===== config.mk =====
export PLATFORM = sky130hd
export DESIGN_NAME = imm_encode_seq
export DESIGN_NICKNAME = d
export VERILOG_FILES = /design/src/rtl/riscv_pkg.sv /design/src/rtl/imm_pack.sv /design/src/rtl/imm_encode_seq.sv
export SDC_FILE = /design/constraint.sdc
export NUM_CORES = 1
export LEC_CHECK = 0
export BUFFER_PORTS_ARGS = -buffer_cell sky130_fd_sc_hd__buf_2
export CELL_PAD_IN_SITES_DETAIL_PLACEMENT = 2
export CELL_PAD_IN_SITES_GLOBAL_PLACEMENT = 2
export CORE_ASPECT_RATIO = 1.25
export CORE_MARGIN = 2
export CORE_UTILIZATION = 28
export CTS_BUF_LIST = sky130_fd_sc_hd__clkbuf_8 sky130_fd_sc_hd__clkbuf_16
export DETAILED_ROUTE_END_ITERATION = 8
export PLACE_DENSITY = 0.88
export SETUP_SLACK_MARGIN = 0.4
export SYNTH_ARGS = -nofsm -noshare
export SYNTH_HDL_FRONTEND = slang
export SYNTH_HIERARCHICAL = 1
export SYNTH_SLANG_ARGS = --single-unit

===== constraint.sdc =====
create_clock -name clk -period 1.8 [get_ports clk]
set_input_delay 0.27 -clock clk [delete_from_list [all_inputs] [get_ports clk]]
set_output_delay 0.27 -clock clk [all_outputs]
set_load 0.02 [all_outputs]

===== src/rtl/riscv_pkg.sv =====
// Shared RV32I definitions for the immediate encoder / load-immediate sequencer.
package riscv_pkg;

   localparam logic [2:0] IMM_I = 3'd0;
   localparam logic [2:0] IMM_S = 3'd1;
   localparam logic [2:0] IMM_B = 3'd2;
   localparam logic [2:0] IMM_J = 3'd3;
   localparam logic [2:0] IMM_U = 3'd4;

   localparam logic [6:0] OP_IMM = 7'b0010011;
   localparam logic [6:0] OP_LUI = 7'b0110111;

   typedef enum logic [1:0] {IDLE, BEAT1, BEAT2} seq_state_t;

   // True when v sign-extends from 12 bits, i.e. lies in [-2048, 2047].
   function automatic logic fits_simm12(input logic [31:0] v);
      return (v[31:11] == '0) || (v[31:11] == '1);
   endfunction

endpackage


===== src/rtl/imm_pack.sv =====
// Packs a 32-bit immediate into the immediate fields of a template instruction
// (inverse of the immediate extender) and flags unrepresentable values.
module imm_pack
   import riscv_pkg::*;
(
   input  logic [31:0] base,
   input  logic [2:0]  fmt,
   input  logic [31:0] imm,
   output logic [31:0] instr,
   output logic        err
);

   logic fit12, fit13, fit21;

   // Odd values are rejected separately, so the upper bounds 4094 / 2^20-2
   // fall out of a plain sign-extension test.
   assign fit12 = fits_simm12(imm);
   assign fit13 = (imm[31:12] == '0) || (imm[31:12] == '1);
   assign fit21 = (imm[31:20] == '0) || (imm[31:20] == '1);

   always_comb begin
      instr = base;
      err   = 1'b0;
      case (fmt)
         IMM_I: begin
            instr[31:20] = imm[11:0];
            err          = !fit12;
         end
         IMM_S: begin
            instr[31:25] = imm[11:5];
            instr[11:7]  = imm[4:0];
            err          = !fit12;
         end
         IMM_B: begin
            instr[31]    = imm[12];
            instr[7]     = imm[11];
            instr[30:25] = imm[10:5];
            instr[11:8]  = imm[4:1];
            err          = !fit13 || imm[0];
         end
         IMM_J: begin
            instr[31]    = imm[20];
            instr[19:12] = imm[19:12];
            instr[20]    = imm[11];
            instr[30:21] = imm[10:1];
            err          = !fit21 || imm[0];
         end
         IMM_U: begin
            instr[31:12] = imm[31:12];
            err          = (imm[11:0] != '0);
         end
         default: err = 1'b1;
      endcase
      if (err)
         instr = base;
   end

endmodule


===== src/rtl/imm_encode_seq.sv =====
// Immediate encoder and load-immediate sequencer: ENCODE packs one instruction,
// LI expands a constant into ADDI, LUI or LUI+ADDI beats over valid/ready.
module imm_encode_seq
   import riscv_pkg::*;
(
   input  logic        clk,
   input  logic        rst_n,
   input  logic        in_valid,
   output logic        in_ready,
   input  logic        in_op,
   input  logic [2:0]  in_fmt,
   input  logic [31:0] in_base,
   input  logic [4:0]  in_rd,
   input  logic [31:0] in_imm,
   output logic        out_valid,
   input  logic        out_ready,
   output logic [31:0] out_instr,
   output logic        out_last,
   output logic        out_err
);

   seq_state_t  state;
   logic [31:0] beat2;

   logic [31:0] pk_instr;
   logic        pk_err;

   imm_pack u_pack (
      .base  (in_base),
      .fmt   (in_fmt),
      .imm   (in_imm),
      .instr (pk_instr),
      .err   (pk_err)
   );

   logic [11:0] lo;
   logic [19:0] hi;
   logic [31:0] addi_x0, addi_rd, lui;

   // hi rounds up when lo is negative so that LUI hi + ADDI lo lands on imm.
   assign lo      = in_imm[11:0];
   assign hi      = in_imm[31:12] + {19'd0, in_imm[11]};
   assign addi_x0 = {lo, 5'd0, 3'b000, in_rd, OP_IMM};
   assign addi_rd = {lo, in_rd, 3'b000, in_rd, OP_IMM};
   assign lui     = {hi, in_rd, OP_LUI};

   assign in_ready = (state == IDLE);

   always_ff @(posedge clk or negedge rst_n) begin
      if (!rst_n) begin
         state     <= IDLE;
         beat2     <= '0;
         out_valid <= 1'b0;
         out_instr <= '0;
         out_last  <= 1'b0;
         out_err   <= 1'b0;
      end else begin
         case (state)
            IDLE: begin
               if (in_valid) begin
                  state     <= BEAT1;
                  out_valid <= 1'b1;
                  beat2     <= addi_rd;
                  if (!in_op) begin
                     out_instr <= pk_instr;
                     out_err   <= pk_err;
                     out_last  <= 1'b1;
                  end else begin
                     out_err <= 1'b0;
                     if (fits_simm12(in_imm)) begin
                        out_instr <= addi_x0;
                        out_last  <= 1'b1;
                     end else begin
                        out_instr <= lui;
                        out_last  <= (lo == '0);
                     end
                  end
               end
            end
            BEAT1: begin
               if (out_ready) begin
                  if (out_last) begin
                     state     <= IDLE;
                     out_valid <= 1'b0;
                  end else begin
                     state     <= BEAT2;
                     out_instr <= beat2;
                     out_last  <= 1'b1;
                  end
               end
            end
            BEAT2: begin
               if (out_ready) begin
                  state     <= IDLE;
                  out_valid <= 1'b0;
               end
            end
            default: begin
               state     <= IDLE;
               out_valid <= 1'b0;
            end
         endcase
      end
   end

endmodule


== Word-level counts from Yosys, hierarchy flattened ==
Cells that the tools add are included.

* Register bits after elaboration: 62
* Input port bits: 77
* Output and inout port bits: 36
* Logic and storage cells: 72

* Add/subtract/negate cells: 1
* Eq/ne operators: 14
* Muxes and demuxes: 28
* Reduce and logical (&&, ||, !) cells: 23

{| class="wikitable"
|+ Operators with widths
! operator !! count
|-
| 32-bit two-way mux || 6
|-
| 32-bit case mux with 2 select lines || 1
|-
| 7-bit case mux with 4 select lines || 1
|-
| 12-bit zero test || 2
|-
| 21-bit == test, second input constant || 1
|-
| 21-bit zero test || 1
|-
| 20-bit by 1-bit adder with 20-bit output || 1
|-
| 20-bit == test, second input constant || 1
|-
| 20-bit zero test || 1
|-
| 5-bit case mux with 3 select lines || 1
|-
| 12-bit == test, second input constant || 1
|-
| 12-bit nonzero test || 1
|-
| 2-bit inequality test, second input constant || 5
|-
| 5-bit case mux with 2 select lines || 1
|-
| 1-bit two-way mux || 9
|-
| 2-bit two-way mux || 4
|-
| 8-bit two-way mux || 1
|-
| 4-bit AND reduction || 2
|-
| 3-bit by 2-bit == test with 1-bit output, second input constant || 2
|-
| 2-bit case mux with 3 select lines || 1
|-
| 3-bit AND reduction || 2
|-
| 1-bit logical OR || 5
|-
| 1-bit case mux with 4 select lines || 1
|-
| 2-bit OR reduction || 2
|-
| 11 further kinds || 13
|}

== Longest topological paths before layout ==
* Depth in word-level cells: 9
* Depth in mapped cells: 10
* Mapped depth without buffers: 9

== Cells and area by module ==
Netlist, hierarchy kept.

{| class="wikitable"
|+ By module, submodules not included
! module !! times used !! cells an instance !! area an instance (um^2)
|-
| imm_encode_seq || 1 || 343 || 3095.5
|-
| imm_pack || 1 || 136 || 1027.2
|}

== Least setup slack after synthesis ==
OpenSTA, ideal clock, no wires.

* Kind: input-to-reg
* Start: input in_imm[16]
* End: register out_instr[25]
* Library setup time: 137 ps
* Arrival: 2100 ps
* Required time: 1663 ps
* Setup slack: -438 ps
* Stages: 8
* Buffers on the path: 1
* Cell sequence: nor4_1 > a21oi_1 > o311ai_2 > o221ai_2 > buf_6 > mux2_4 > a221oi_1 > o211ai_2

* Cells in the longest elaborated chain, start to end: 9
* Elaborated cells between the ends (all ways): 16
* Those cells by class: 1 x add/sub; 2 x eq/ne; 6 x mux; 7 x reduce/logical

{| class="wikitable"
|+ Ends and longest elaborated chain
! item !! RTL line !! text
|-
| from (decl) || imm_encode_seq.sv:14 || <nowiki>input logic [31:0] in_imm,</nowiki>
|-
| 20-bit == test / 20-bit zero test (equally long branches) || imm_pack.sv:18 || <nowiki>assign fit13 = (imm[31:12] == '0) || (imm[31:12] == '1);</nowiki>
|-
| 1-bit logical OR || imm_pack.sv:18 ||
|-
| 1-bit zero test || imm_pack.sv:39 || <nowiki>err = !fit13 || imm[0];</nowiki>
|-
| 1-bit logical OR || imm_pack.sv:39 ||
|-
| 1-bit case mux with 4 select lines (*) || imm_pack.sv:24 || <nowiki>case (fmt)</nowiki>
|-
| named net pk_err || imm_encode_seq.sv:26 || <nowiki>logic pk_err;</nowiki>
|-
| 32-bit two-way mux (*) || imm_pack.sv:54 || <nowiki>if (err)</nowiki>
|-
| named net pk_instr[25] || imm_encode_seq.sv:25 || <nowiki>logic [31:0] pk_instr;</nowiki>
|-
| 32-bit two-way mux (*) || imm_encode_seq.sv:64 || <nowiki>if (!in_op) begin</nowiki>
|-
| 32-bit two-way mux (*) || imm_encode_seq.sv:60 || <nowiki>if (in_valid) begin</nowiki>
|-
| 32-bit case mux with 2 select lines (*) || imm_encode_seq.sv:58 || <nowiki>case (state)</nowiki>
|-
| to (signal assigned) || imm_encode_seq.sv:65 || <nowiki>out_instr <= pk_instr;</nowiki>
|-
| to (signal assigned) || imm_encode_seq.sv:71 || <nowiki>out_instr <= addi_x0;</nowiki>
|-
| to (signal assigned) || imm_encode_seq.sv:74 || <nowiki>out_instr <= lui;</nowiki>
|-
| to (decl) || imm_encode_seq.sv:17 || <nowiki>output logic [31:0] out_instr,</nowiki>
|}

Mark *: on every way through the listed nets, which the timed path passes. The rest lies on a longest branch. The select of a mux whose other input is x is not followed.
A chain may end at the register's enable or synchronous reset.

== Worst setup path after layout ==
* Start: input in_imm[30]
* End: register out_instr[22]

* Cells in the longest elaborated chain, start to end: 9
* Elaborated cells between the ends (all ways): 20
* Those cells by class: 3 x eq/ne; 6 x mux; 11 x reduce/logical

{| class="wikitable"
|+ Ends and longest elaborated chain
! item !! RTL line
|-
| 20-bit == test (tied with other cells) || imm_pack.sv:18
|-
| 1-bit logical OR, on equally long branches || imm_pack.sv:18, imm_pack.sv:19
|-
| 1-bit zero test, on equally long branches || imm_pack.sv:39, imm_pack.sv:46
|-
| 1-bit logical OR, on equally long branches || imm_pack.sv:39, imm_pack.sv:46
|-
| 1-bit case mux with 4 select lines (*) || imm_pack.sv:24
|-
| named net pk_err || imm_encode_seq.sv:26
|-
| 32-bit two-way mux (*) || imm_pack.sv:54
|-
| named net pk_instr[22] || imm_encode_seq.sv:25
|-
| 32-bit two-way mux (*) || imm_encode_seq.sv:64
|-
| 32-bit two-way mux (*) || imm_encode_seq.sv:60
|-
| 32-bit case mux with 2 select lines (*) || imm_encode_seq.sv:58
|}

Marked as above.

==> results.rst <==
.. list-table::
   :header-rows: 1

   * - Metric
     - Value
   * - Leading cell type by number of instances after synthesis
     - sky130_fd_sc_hd__nand2_1
   * - Synthesized flop and latch total
     - 55
   * - End of the critical path
     - out_instr[22]$_DFFE_PN0P_
   * - R2R Path End
     - out_instr[20]$_DFFE_PN0P_
   * - CTS Sinks
     - 55
   * - Count of cell types in the netlist
     - 61
   * - Global routing usage summed across all routing layers
     - 34.8%
   * - Yosys warning count
     - 6
   * - Remaining max-slew budget at the tightest pin
     - about two fifths
   * - Share of synthesized registers carrying an async set or reset
     - 100%
   * - Launch point of the critical path
     - in_imm[30]
   * - Final Wtd Congestion
     - 0.907
   * - Initial detailed-routing violation count
     - around 440
   * - Largest voltage drop on the vdd net
     - 1.19 mV
   * - Power per cell area
     - around 1300 nW/um2
   * - Total design power
     - 9.71 mW
   * - Maximum number of pins on one net before global-route repair
     - 23
   * - Final worst-path cycle share
     - 137%
   * - Number of pins exceeding their max-slew limit in the final report
     - 0
   * - H-tree depth
     - 2
   * - TritonCTS clock tree
     - done
   * - Share of Yosys cell area claimed by the top area cell type
     - 33.4%
   * - Smallest setup slack after layout
     - -0.672 ns
   * - Total number of vias
     - about 5800
   * - Number of flops mapped to enable cells by yosys
     - 0
   * - Number of remaining DRC errors
     - 0
   * - Post-route core utilization
     - 50.7%
   * - LEAKAGE
     - roughly 3.3 nW
   * - Die X-Extent
     - 113 um
   * - Overall routed net length
     - ~33000 um
   * - Switching part of the total
     - 48.3%
   * - Die footprint
     - 15700 um2
   * - Routed wire per std cell
     - 36.2 um
   * - Worst Max-Slew Pin Slew
     - 0.898 ns
   * - Failing checks
     - negative setup slack
   * - Post-Syn Area per Cell
     - 8.61 um2
   * - Most instantiated cells after synthesis
     - 77 x sky130_fd_sc_hd__nand2_1, 55 x sky130_fd_sc_hd__dfrtp_1, 34 x sky130_fd_sc_hd__nor2_1, 23 x sky130_fd_sc_hd__o21ai_0, 22 x sky130_fd_sc_hd__a21oi_1
   * - Maximum root-to-sink buffer count
     - 2
   * - Gate power share
     - between 60% and 70%
   * - Initial standard-cell utilization of the core
     - 28.6%
   * - F_max
     - 0.405 GHz
   * - I/O pins
     - 113
   * - Setup slack on the worst flop-to-flop path
     - -0.44 ns
   * - Number of failing hold endpoints at the final stage
     - 0
   * - Worst Path Max Fanout
     - 13
   * - Register-to-Register Path Depth
     - 9
   * - HPWL after detailed placement
     - 16800 um
   * - Latest clock arrival within the worst-skew pair
     - 0.32 ns
   * - Max-cap viol count
     - 0
   * - I/O Buffers
     - 112
   * - Most common flop cell mapped by yosys
     - sky130_fd_sc_hd__dfrtp_1
   * - Layout Area Growth over Synthesis
     - 77.0%
   * - Fraction of layout cells with a size suffix above 1
     - 59.9%
   * - Sort of element at the end of the critical path
     - flop
   * - Number of antenna violations at the first check in global routing
     - 1
   * - Worst-case hold slack
     - 0.188 ns
   * - RSZ-0062 raised after global routing
     - yes
   * - Cell count after synthesis
     - 479
   * - Overflow left after global routing
     - 0
   * - Number of iterations in the first detailed-routing pass
     - 5
   * - Worst Path Required
     - about 2 ns
   * - Seq. cell area
     - 1380 um2
   * - Via count of the first global-routing pass
     - 6099
   * - Nets in the synthesized netlist
     - 559
   * - Switching power
     - roughly 4.7 mW
   * - Final worst clock skew
     - 0.00837 ns
   * - Detail Route Antenna Nets
     - 0
   * - Worst setup path class
     - in -> reg
   * - Hold/Removal Path Class
     - in -> reg
   * - Startpoint class of the critical path
     - input pin
   * - Sequential area share after synthesis
     - around a third
   * - Number of clock buffers inserted by TritonCTS
     - 5
   * - Clock-pin slew of the registers on the worst-case setup and hold paths
     - 0.09 ns
   * - Place WS
     - -1.06 ns
   * - Final setup violation count
     - 53
   * - Post-synth top area cell
     - sky130_fd_sc_hd__dfrtp_1
   * - Number of inserted filler cells in the final layout
     - 1464
   * - Run status
     - finished with violations
   * - Top post-synthesis cells by area
     - sky130_fd_sc_hd__dfrtp_1 33%, sky130_fd_sc_hd__nand2_1 7.0%, sky130_fd_sc_hd__mux2_2 4.6%
   * - Post-layout minimum cycle time
     - around 2.5 ns
   * - Power share of the sequential group
     - between 20% and 30%
   * - Via count normalized by instance count
     - ~6.4
   * - Post-synthesis instance area
     - 4120 um2
   * - # rows
     - 49
   * - Int Power
     - 5.02 mW
   * - Root buffer cell
     - sky130_fd_sc_hd__clkbuf_16
   * - First-pass GRT wire length
     - ~41000 um
   * - CORE AREA
     - between 10000 and 15000 um2
   * - Die Ht
     - between 100 and 150 um
   * - Start of the worst register-to-register path
     - state[0]$_DFFE_PN0P_
   * - Clock Power Share
     - between 10% and 20%
   * - Number of nets in the layout
     - 803
   * - Multi-input combinational cell area
     - 3270 um2
   * - Data arrival time of the critical path
     - approximately 2.6 ns
## power groups by stage
stage	clock network, mW	logic [mW]	registers, mW
floorplan	0	1.75	2.62
global placement	0	3.42	2.23
detailed placement	0	3.70	2.29
CTS	1.21	4.52	2.34
global route	1.32	6.07	2.55
finish	1.28	5.91	2.52
## layout by cell type, fill, tap and decap left out, types with 14 or more instances in the layout
master / instances
sky130_fd_sc_hd__buf_2: 105
sky130_fd_sc_hd__buf_4: 101
sky130_fd_sc_hd__dfrtp_1: 54
sky130_fd_sc_hd__buf_6: 42
sky130_fd_sc_hd__nand2_1: 40
sky130_fd_sc_hd__nor2_1: 28
sky130_fd_sc_hd__nand2_2: 23
sky130_fd_sc_hd__and3_1: 15
sky130_fd_sc_hd__mux2i_1: 15
sky130_fd_sc_hd__mux2_2: 15
sky130_fd_sc_hd__nand2_4: 14
sky130_fd_sc_hd__nand3_1: 14
sky130_fd_sc_hd__a21oi_1: 14
## area by class of cell
cell class	instances	share of cell area, %
clock buffers	5	1.71
repair buffers	271	30.4
flip-flops and latches	55	18.9
multi-input cells	380	44.8
inverters	10	0.549
well taps	178	3.05
diodes	1	0.0343
clock inverters	3	0.566
## worst min path at each step
stage / startpoint / endpoint / slack [ns] / depth (start not counted)
final: in_base[0] / out_instr[0]$_DFFE_PN0P_ / 0.19 / 2
after global routing: in_base[0] / out_instr[0]$_DFFE_PN0P_ / 0.19 / 2
after global placement: rst_n / out_instr[26]$_DFFE_PN0P_ / 0.27 / 1
after detailed placement: rst_n / out_instr[24]$_DFFE_PN0P_ / 0.30 / 1
after CTS: in_rd[2] / beat2[17]$_DFFE_PN0P_ / 0.19 / 3
after floorplan: rst_n / beat2[15]$_DFFE_PN0P_ / -0.03 / 0
## stage by stage
stage                     cell area (um2)  cells  TNS (ns)
after CTS                            6670    867     -9.18
final                                7300    903    -16.96
after floorplan                      4370    479     -5.88
after detailed placement             5660    827    -25.56
after global routing                 7300    903    -17.47
after global placement               5660    827    -18.17
## critical path: stages
cell and delay, ns:
sky130_fd_sc_hd__buf_2 0.21, sky130_fd_sc_hd__nand4_1 0.17, sky130_fd_sc_hd__or3_4 0.40, sky130_fd_sc_hd__nor3_4 0.34, sky130_fd_sc_hd__o221ai_4 0.21, sky130_fd_sc_hd__buf_12 0.20
sky130_fd_sc_hd__mux2_4 0.32, sky130_fd_sc_hd__a221oi_2 0.29, sky130_fd_sc_hd__o211ai_1 0.21
## routing by layer
metal  track usage, %  part of all wire [%]
met3             6.05                   7.2
met5                0                     0
met4             20.7                   9.1
met1             39.8                    36
met2             60.2                    47
## flip-flops by register name, summed over array words and instances (netlist names)
register	count
out_valid	1
out_last	1
beat2	18
state	2
out_instr	32
out_err	1
## cell families (layout without fill, tap and decap cells)
family / count (synthesis) / after routing / share of synthesized area, %
fa+ha+maj: 3 / 3 / 0.911
other cells: 0 / 1 / 0
compound gates: 105 / 105 / 18.6
simple gates: 211 / 212 / 26.2
flops: 55 / 55 / 33.4
mux: 42 / 42 / 11.8
xor+xnor: 18 / 18 / 3.82
buf+inv: 45 / 289 / 5.25
## timing repair
action	in CTS	in global routing
hold buffers	1	0
pin swaps	31	22
setup buffers	27	32
endpoints found under the hold margin	20	0
gates resized for setup	132	76
setup endpoints to repair	52	55
gates cloned	4	3
No activity file was read; power rests on OpenSTA's default activity.
